**src/rtl/pipeline_stall_controller.sv**
```systemverilog
// Decode-stage hazard scheduler: load-use, branch-compare and HI/LO-read stalls,
// branch-compare forwarding from M, mult/div busy sequencing and a stall counter.
module pipeline_stall_controller #(
  parameter int MULT_CYCLES = 4,
  parameter int DIV_CYCLES  = 32,
  parameter int CNT_W       = 6,
  parameter int PERF_W      = 16
) (
  input  logic              clk,
  input  logic              rst_n,
  input  logic [4:0]        rs_d,
  input  logic [4:0]        rt_d,
  input  logic              branch_d,
  input  logic              pcsrc_d,
  input  logic              mfhilo_d,
  input  logic              mdop_d,
  input  logic [4:0]        writereg_ex,
  input  logic              regwrite_ex,
  input  logic              memtoreg_ex,
  input  logic [4:0]        writereg_mem,
  input  logic              regwrite_mem,
  input  logic              memtoreg_mem,
  input  logic              md_start_ex,
  input  logic              md_is_div_ex,
  output logic              stall_f,
  output logic              stall_d,
  output logic              flush_d,
  output logic              flush_e,
  output logic              forward_a_d,
  output logic              forward_b_d,
  output logic              md_busy,
  output logic              md_done,
  output logic [PERF_W-1:0] stall_count
);

  localparam logic [CNT_W-1:0] MULT_LOAD = CNT_W'(MULT_CYCLES - 1);
  localparam logic [CNT_W-1:0] DIV_LOAD  = CNT_W'(DIV_CYCLES - 1);

  typedef enum logic {
    ST_IDLE = 1'b0,
    ST_BUSY = 1'b1
  } md_state_e;

  md_state_e         state_q;
  logic [CNT_W-1:0]  cnt_q;
  logic              md_busy_q;
  logic              md_done_q;
  logic [PERF_W-1:0] stall_count_q;
  logic [PERF_W-1:0] stall_count_d;

  logic ex_hit;
  logic mem_load_hit;
  logic lwstall;
  logic branchstall;
  logic mdstall;
  logic stall;

  always_comb begin
    forward_a_d  = (rs_d != 5'd0) && (rs_d == writereg_mem) && regwrite_mem;
    forward_b_d  = (rt_d != 5'd0) && (rt_d == writereg_mem) && regwrite_mem;

    ex_hit       = (writereg_ex != 5'd0) &&
                   ((writereg_ex == rs_d) || (writereg_ex == rt_d));
    mem_load_hit = memtoreg_mem && (writereg_mem != 5'd0) &&
                   ((writereg_mem == rs_d) || (writereg_mem == rt_d));

    lwstall      = memtoreg_ex && ex_hit;
    branchstall  = branch_d && ((regwrite_ex && ex_hit) || mem_load_hit);
    // The done cycle releases the reader so it reaches E after HI/LO are written.
    mdstall      = (mfhilo_d || mdop_d) && md_busy_q && !md_done_q;
    stall        = lwstall || branchstall || mdstall;

    stall_f      = stall;
    stall_d      = stall;
    flush_e      = stall;
    flush_d      = pcsrc_d && !stall;
  end

  always_comb begin
    stall_count_d = stall_count_q;
    if (stall && (stall_count_q != {PERF_W{1'b1}})) begin
      stall_count_d = stall_count_q + PERF_W'(1);
    end
  end

  always_ff @(posedge clk or negedge rst_n) begin
    if (!rst_n) begin
      stall_count_q <= '0;
    end else begin
      stall_count_q <= stall_count_d;
    end
  end

  // Busy/done are registered alongside the state so they come straight from flops.
  always_ff @(posedge clk or negedge rst_n) begin
    if (!rst_n) begin
      state_q   <= ST_IDLE;
      cnt_q     <= '0;
      md_busy_q <= 1'b0;
      md_done_q <= 1'b0;
    end else begin
      case (state_q)
        ST_IDLE: begin
          if (md_start_ex) begin
            state_q   <= ST_BUSY;
            cnt_q     <= md_is_div_ex ? DIV_LOAD : MULT_LOAD;
            md_busy_q <= 1'b1;
            md_done_q <= md_is_div_ex ? (DIV_LOAD == '0) : (MULT_LOAD == '0);
          end else begin
            md_busy_q <= 1'b0;
            md_done_q <= 1'b0;
          end
        end
        ST_BUSY: begin
          if (cnt_q == '0) begin
            state_q   <= ST_IDLE;
            md_busy_q <= 1'b0;
            md_done_q <= 1'b0;
          end else begin
            cnt_q     <= cnt_q - CNT_W'(1);
            md_busy_q <= 1'b1;
            md_done_q <= (cnt_q == CNT_W'(1));
          end
        end
        default: begin
          state_q   <= ST_IDLE;
          cnt_q     <= '0;
          md_busy_q <= 1'b0;
          md_done_q <= 1'b0;
        end
      endcase
    end
  end

  assign md_busy     = md_busy_q;
  assign md_done     = md_done_q;
  assign stall_count = stall_count_q;

endmodule
```
**config.mk**
```make
export PLATFORM = sky130hd
export DESIGN_NAME = pipeline_stall_controller
export DESIGN_NICKNAME = d
export VERILOG_FILES = /design/src/rtl/pipeline_stall_controller.sv
export SDC_FILE = /design/constraint.sdc
export NUM_CORES = 1
export LEC_CHECK = 0
export ABC_AREA = 1
export ABC_CLOCK_PERIOD_IN_PS = 1650
export CORE_AREA = 2 2 71 73
export CTS_CLUSTER_DIAMETER = 100
export DETAILED_ROUTE_END_ITERATION = 10
export DIE_AREA = 0 0 73 75
export PLACE_DENSITY = 0.74
export SLEW_MARGIN = 20
export SYNTH_ARGS = -nofsm -noshare
export SYNTH_HDL_FRONTEND = slang
export SYNTH_SLANG_ARGS = --single-unit
```
**constraint.sdc**
```tcl
create_clock -name clk -period 1.65 [get_ports clk]
set_clock_uncertainty 0.05 [all_clocks]
set_input_delay 0.33 -clock clk [delete_from_list [all_inputs] [get_ports clk]]
set_output_delay 0.33 -clock clk [all_outputs]
set_load 0.005 [all_outputs]
```
==> results.json <==
{
  "outcome": "finished clean",
  "slew_viol_final": 0,
  "crit_type": "flip-flop to flip-flop",
  "io_buffers": 55,
  "fin_ws_ps": 6.47,
  "ys_seq_area_frac": 0.309,
  "ys_ff_latch": 24,
  "insertion_delay_ps": 270,
  "drt-initial-drc-count": 108,
  "die_w_um": 73,
  "routedWlPerCell_um": 12.8,
  "die_area_sq_um": 5480,
  "whs_ps": 372,
  "power_switching_mw": 1.16,
  "crit_fanout": 5,
  "vias": 2242,
  "p_leak_nw": 1.76,
  "nFillCells": 374,
  "grt_util_met3": 0.0348,
  "wirelength_um": 5680,
  "slew_headroom": 0.780,
  "root_buffer": "clkbuf_8",
  "numCtsBuffers": 3,
  "reg2reg_depth": 11,
  "grt.overflow.total": 0,
  "ir_drop_mv": 0.737,
  "grt_pass1_vias": 2087,
  "die_height_um": 75,
  "dr.pass1.iters": 5,
  "dp_slack_ps": -853,
  "timing.final.crit_share": 0.996,
  "postRouteAntennaNets": 0,
  "layout-drive-gt1-share": 0.428,
  "ys_types": 25,
  "fmax_mhz": 608,
  "top_level_ports": 56,
  "syn_avg_cell_area_sq_um": 6.63,
  "final_common_cell": "nand2_1",
  "grt_max_degree": 25,
  "busiest_layer": "met2",
  "antenna_found_initial": 0,
  "grt_pass1_wl_um": 8890,
  "drc": 0,
  "area_growth_pct": 64.7,
  "arrival_ps": 1760,
  "final_cell_area_sq_um": 3200,
  "power_frac_clock": 0.168,
  "met2_usage": 0.374,
  "rsz0062_at_grt": "yes",
  "swShare": 0.379,
  "synthCells": 293,
  "ys_warn_count": 0,
  "powerDensity_nw_per_um2": 960,
  "nNetsFinal": 427,
  "grt_use_total": 0.204,
  "core_area_sq_um": 4660,
  "pwr-share-comb": 0.537,
  "mostFrequentLayoutCells": "nand2_1, buf_4, nor2_1",
  "finalHoldViolCount": 0,
  "via_per_inst": 5.05,
  "pwr-share-seq": 0.295,
  "hpwlAfterDp_um": 4050,
  "cts_sinks": 24,
  "tightest_slew_ps": 327,
  "gp_congestion": 0.855,
  "period_minus_slack_ps": 1640,
  "diodes": 0,
  "use_met1": 0.251,
  "start_kind": "flip-flop",
  "required_ps": 1760,
  "hp-class": "primary input to asynchronous set/reset pin",
  "row_count": 25,
  "htreeDepth": 1,
  "cts_tree": "done",
  "setup_tns_ps": 0,
  "path_clk_slew_ps": 90,
  "intPower_mw": 1.90,
  "synth_area_sq_um": 1940,
  "worst_setup_path_end_kind": "flip-flop",
  "cts_buffer_depth": 2,
  "start_util": 0.417,
  "setup_viol": 0,
  "ctsHoldBuffers": 0,
  "timing.max_cap.violations": 0,
  "placed_cell_area_sq_um": 2780,
  "synthesis.nets": 329
}
[path summary, 6_finish.rpt]
path	startpoint	to	slack (ps)
setup reg to reg	stall_count[0]	stall_count[2]	6
hold / removal	rst_n	stall_count[8]	370
max in group asynchronous	rst_n	stall_count[5]	910
hold reg to reg	stall_count[7]	stall_count[7]	480
setup / recovery	stall_count[0]	stall_count[2]	6
min in group clk	stall_count[7]	stall_count[7]	480
[worst max-delay path, cell delays in order, from the launching register on]
cell and delay [ps]:
dfrtp_1 370, ha_2 200, nand3_2 100, inv_2 90
nand3_4 70, inv_4 60, nand2_4 50, nor3_4 170
inv_4 110, buf_12 150, nand3_2 70, nand2_2 50
[cell usage after synthesis]
master	n	area [sq um]
nand2_4	2	22.5
nand3_1	24	120
nor4_1	1	6.26
a311oi_1	2	17.5
buf_4	2	15.0
dfrtp_1	24	601
nand4_1	2	12.5
buf_2	1	5.00
nand2_1	102	383
ha_1	4	50.1
nor2_1	33	124
inv_1	38	143
a21oi_1	5	25.0
nand3_2	12	120
inv_2	7	26.3
nor3_1	6	30.0
buf_6	3	33.8
o21bai_1	1	7.51
clkinv_2	1	5.00
nand3_4	1	17.5
o21ai_0	4	20.0
xor2_1	5	43.8
nor3_4	1	16.3
a31oi_1	3	18.8
xnor2_1	9	78.8
[metal layers]
layer,share of wire,wire length (um)
met5,0,0
met4,0.020,114
met3,0.046,259
met2,0.52,2950
met1,0.42,2360
[metrics by stage]
stage | instances | total power, mW | utilization
floorplan | 293 | 1.73 | -
global route | 444 | 3.31 | 0.686
detailed placement | 429 | 2.37 | 0.597
CTS | 436 | 2.94 | 0.616
finish | 444 | 3.07 | 0.686
global placement | 429 | 2.30 | 0.597
[power groups by stage]
stage / combinational (mW) / sequential [mW] / clock [mW]
floorplan: 0.802 / 0.924 / 0
global placement: 1.39 / 0.912 / 0
detailed placement: 1.44 / 0.922 / 0
CTS: 1.51 / 0.912 / 0.525
global route: 1.83 / 0.929 / 0.551
finish: 1.65 / 0.906 / 0.514
[cell families after synthesis]
family	count (synthesis)	share of synthesized area
xor+xnor	14	0.0631
buf+inv	52	0.117
fa+ha+maj	4	0.0258
simple gates	184	0.439
flops	24	0.309
compound gates	15	0.0457
[registers in the layout, indices dropped and copies added (netlist names)]
name         flops
cnt_q            6
md_busy          1
md_done          1
stall_count     16
[cell type report]
type | count | area, sq um | area share
clock inverters | 1 | 30.0 | 0.00939
clock buffers | 3 | 41.3 | 0.0129
repair buffers | 99 | 957 | 0.299
well taps | 54 | 67.6 | 0.0211
multi-input cells | 217 | 1300 | 0.408
flip-flops and latches | 24 | 608 | 0.190
inverters | 46 | 190 | 0.0595
[timing repair]
action | 4_1_cts | 5_1_grt
pin swaps | 25 | 47
setup endpoints to repair | 28 | 37
buffers inserted | 3 | 8
resized for setup | 148 | 104
Note: power is estimated with default switching activity, not from simulation.
==> edit, RTL diff (config.mk and constraints unchanged) <==
The parameter `CNT_W` goes from 6 to 4.
--- a/src/rtl/pipeline_stall_controller.sv
+++ b/src/rtl/pipeline_stall_controller.sv
@@ -5,3 +5,3 @@
   parameter int DIV_CYCLES  = 32,
-  parameter int CNT_W       = 6,
+  parameter int CNT_W       = 4,
   parameter int PERF_W      = 16
Check against the original RTL: same outputs for any inputs over 10 cycles, from zero or initial values and one cycle with rst_n low; that may be too few to reach the edited logic, so the function may still have changed.
==> edit against the original RTL <==
The run now ends with negative setup slack left. Non-clock buffer count decreased by 19. Worst setup slack worse by 43 ps. Clock power shrank 25%. Via count is 12% lower. Largest power group unchanged. Cell area decreased by 14%. Wire length shrank 14%. Total power decreased by 16%. Synthesized area fell by 11%. Sequential cell count down 2.
==> edit: results (changes against the original RTL) <==
[outcome]
run_status=finished, violations left
violations=negative setup slack

[timing]
fin_ws_ps=-36.40  ; -42.87 ps
finalSetupViolations=5  ; +5
relSlewSlack_pct=75.69  ; -2.3 points

[detailed_routing]
firstDrtPassIters=5  ; unchanged
routed_wl_um=4911  ; -14%
drt_iter0_markers=51  ; -53%
via_per_inst=4.867  ; -3.6%

[worst_setup_path]
path_max_fanout=8  ; +3
slowest_delay_ps=400  ; +30 ps
reg2reg_depth=10  ; -1
critPathCapture=stall_count[9]$_DFFE_PN0P_

[synthesis]
synthTopCellsByCount=nand2_1 (101), inv_1 (42), nand3_1 (29), nor2_1 (29), dfrtp_1 (22)
synth_cell_types=24  ; -4.0%
synthTopCellsByArea=dfrtp_1 (32%), nand2_1 (22%), inv_1 (9.1%)
synth_fp_nets=309  ; -6.1%
seq_area_frac_synth_pct=31.84  ; +0.91 points

[cells_and_area]
drive_gt1_share_pct=34.56  ; -8.3 points
largest_reg_flops=16  ; unchanged
n_fill_cell=431  ; +15%

[placement]
gp_congestion=0.9028  ; +5.6%
place_area_sq_um=2449  ; -12%
post-dp-hpwl_um=3464  ; -15%
pre_cts_slack_ps=-916.2  ; -62.98 ps

[cts]
numCtsBuffers=3  ; unchanged
clkLatencyLatePin_ps=260

[power]
vdd_ir_drop_max_v=0.0008418  ; +14%
p_leak_nw=1.439  ; -18%
p_switching_mw=1.017  ; -13%

[global_route]
grt_first_pass_wirelength_um=7445  ; -16%
grtUsageTotal_pct=16.96  ; -3.5 points

[edit: changes by cell type after synthesis, sizes merged, moves of 2 or more]
cell / delta
nor2: -2
a21oi: +3
a31oi: -3
dfrtp: -2
xnor2: -4
nor3: -2
nand3: -5
nand2: -2
inv: -2
[edit: final cells by class]
class | count | area, sq um | area share (%)
well taps | 54 | 67.56 | 2.462
repair buffers | 80 | 750.7 | 27.36
inverters | 43 | 173.9 | 6.338
multi-input cells | 204 | 1140 | 41.54
clock buffers | 4 | 55.05 | 2.006
flip-flops and latches | 22 | 556.8 | 20.29
[edit: per-layer routing]
layer / vias up / global-route usage, % / part of all wire [%]
li1: 1012 / - / -
met1: 915 / 19.88 / 41
met2: 46 / 31.63 / 54
met3: 8 / 2.544 / 3.5
met4: 0 / 5.556 / 1.4
met5: - / 0 / 0
[edit: logic make-up (layout without fill, tap and decap cells)]
logic type / Yosys count / count (layout) / synth area share (%)
and+or+nand+nor: 174 / 174 / 43.05
buffers and inverters: 48 / 127 / 12.16
DFF: 22 / 22 / 31.84
AOI/OAI and AO/OA: 16 / 16 / 5.210
xor gates and xnor gates: 11 / 11 / 5.571
adders and majority gates: 3 / 3 / 2.171
[edit: repair_timing]
item | CTS | global route
gates resized for setup | 142 | 83
setup endpoints to repair | 26 | 30
pin swaps | 23 | 34
buffers inserted | 3 | 2
gates cloned | 0 | 1
hold buffers | 0 | 0
[edit: worst max-delay path, delay by kind of cell, from the launching register on]
kind | cells | cell delay (ps)
flops | 1 | 400
fa+ha+maj | 1 | 220
buf+inv | 2 | 270
simple gates | 7 | 670
[edit: metrics by stage]
stage	cells	TNS, ps
6_report	407	-95.95
5_1_grt	407	-1287
4_1_cts	404	-17.09
3_5_place_dp	398	-13730
3_3_place_gp	398	-13240
2_1_floorplan	274	0
[edit: worst min-delay path by stage]
stage / from / endpoint / slack (ps) / cells after the start
6_report: rst_n / stall_count[14]$_DFFE_PN0P_ / 360 / 2
5_1_grt: rst_n / stall_count[13]$_DFFE_PN0P_ / 390 / 2
4_1_cts: rst_n / stall_count[14]$_DFFE_PN0P_ / 380 / 2
3_5_place_dp: stall_count[7]$_DFFE_PN0P_ / stall_count[7]$_DFFE_PN0P_ / 470 / 2
3_3_place_gp: stall_count[7]$_DFFE_PN0P_ / stall_count[7]$_DFFE_PN0P_ / 450 / 2
2_1_floorplan: rst_n / cnt_q[0]$_DFFE_PN0P_ / -20 / 0
[edit: power by group through the flow]
stage	logic [mW]	clock network (mW)	registers [mW]
5_1_grt	1.52	0.418	0.847
4_1_cts	1.22	0.396	0.810
3_5_place_dp	1.21	0	0.816
2_1_floorplan	0.661	0	0.819
3_3_place_gp	1.18	0	0.809
6_report	1.35	0.387	0.830
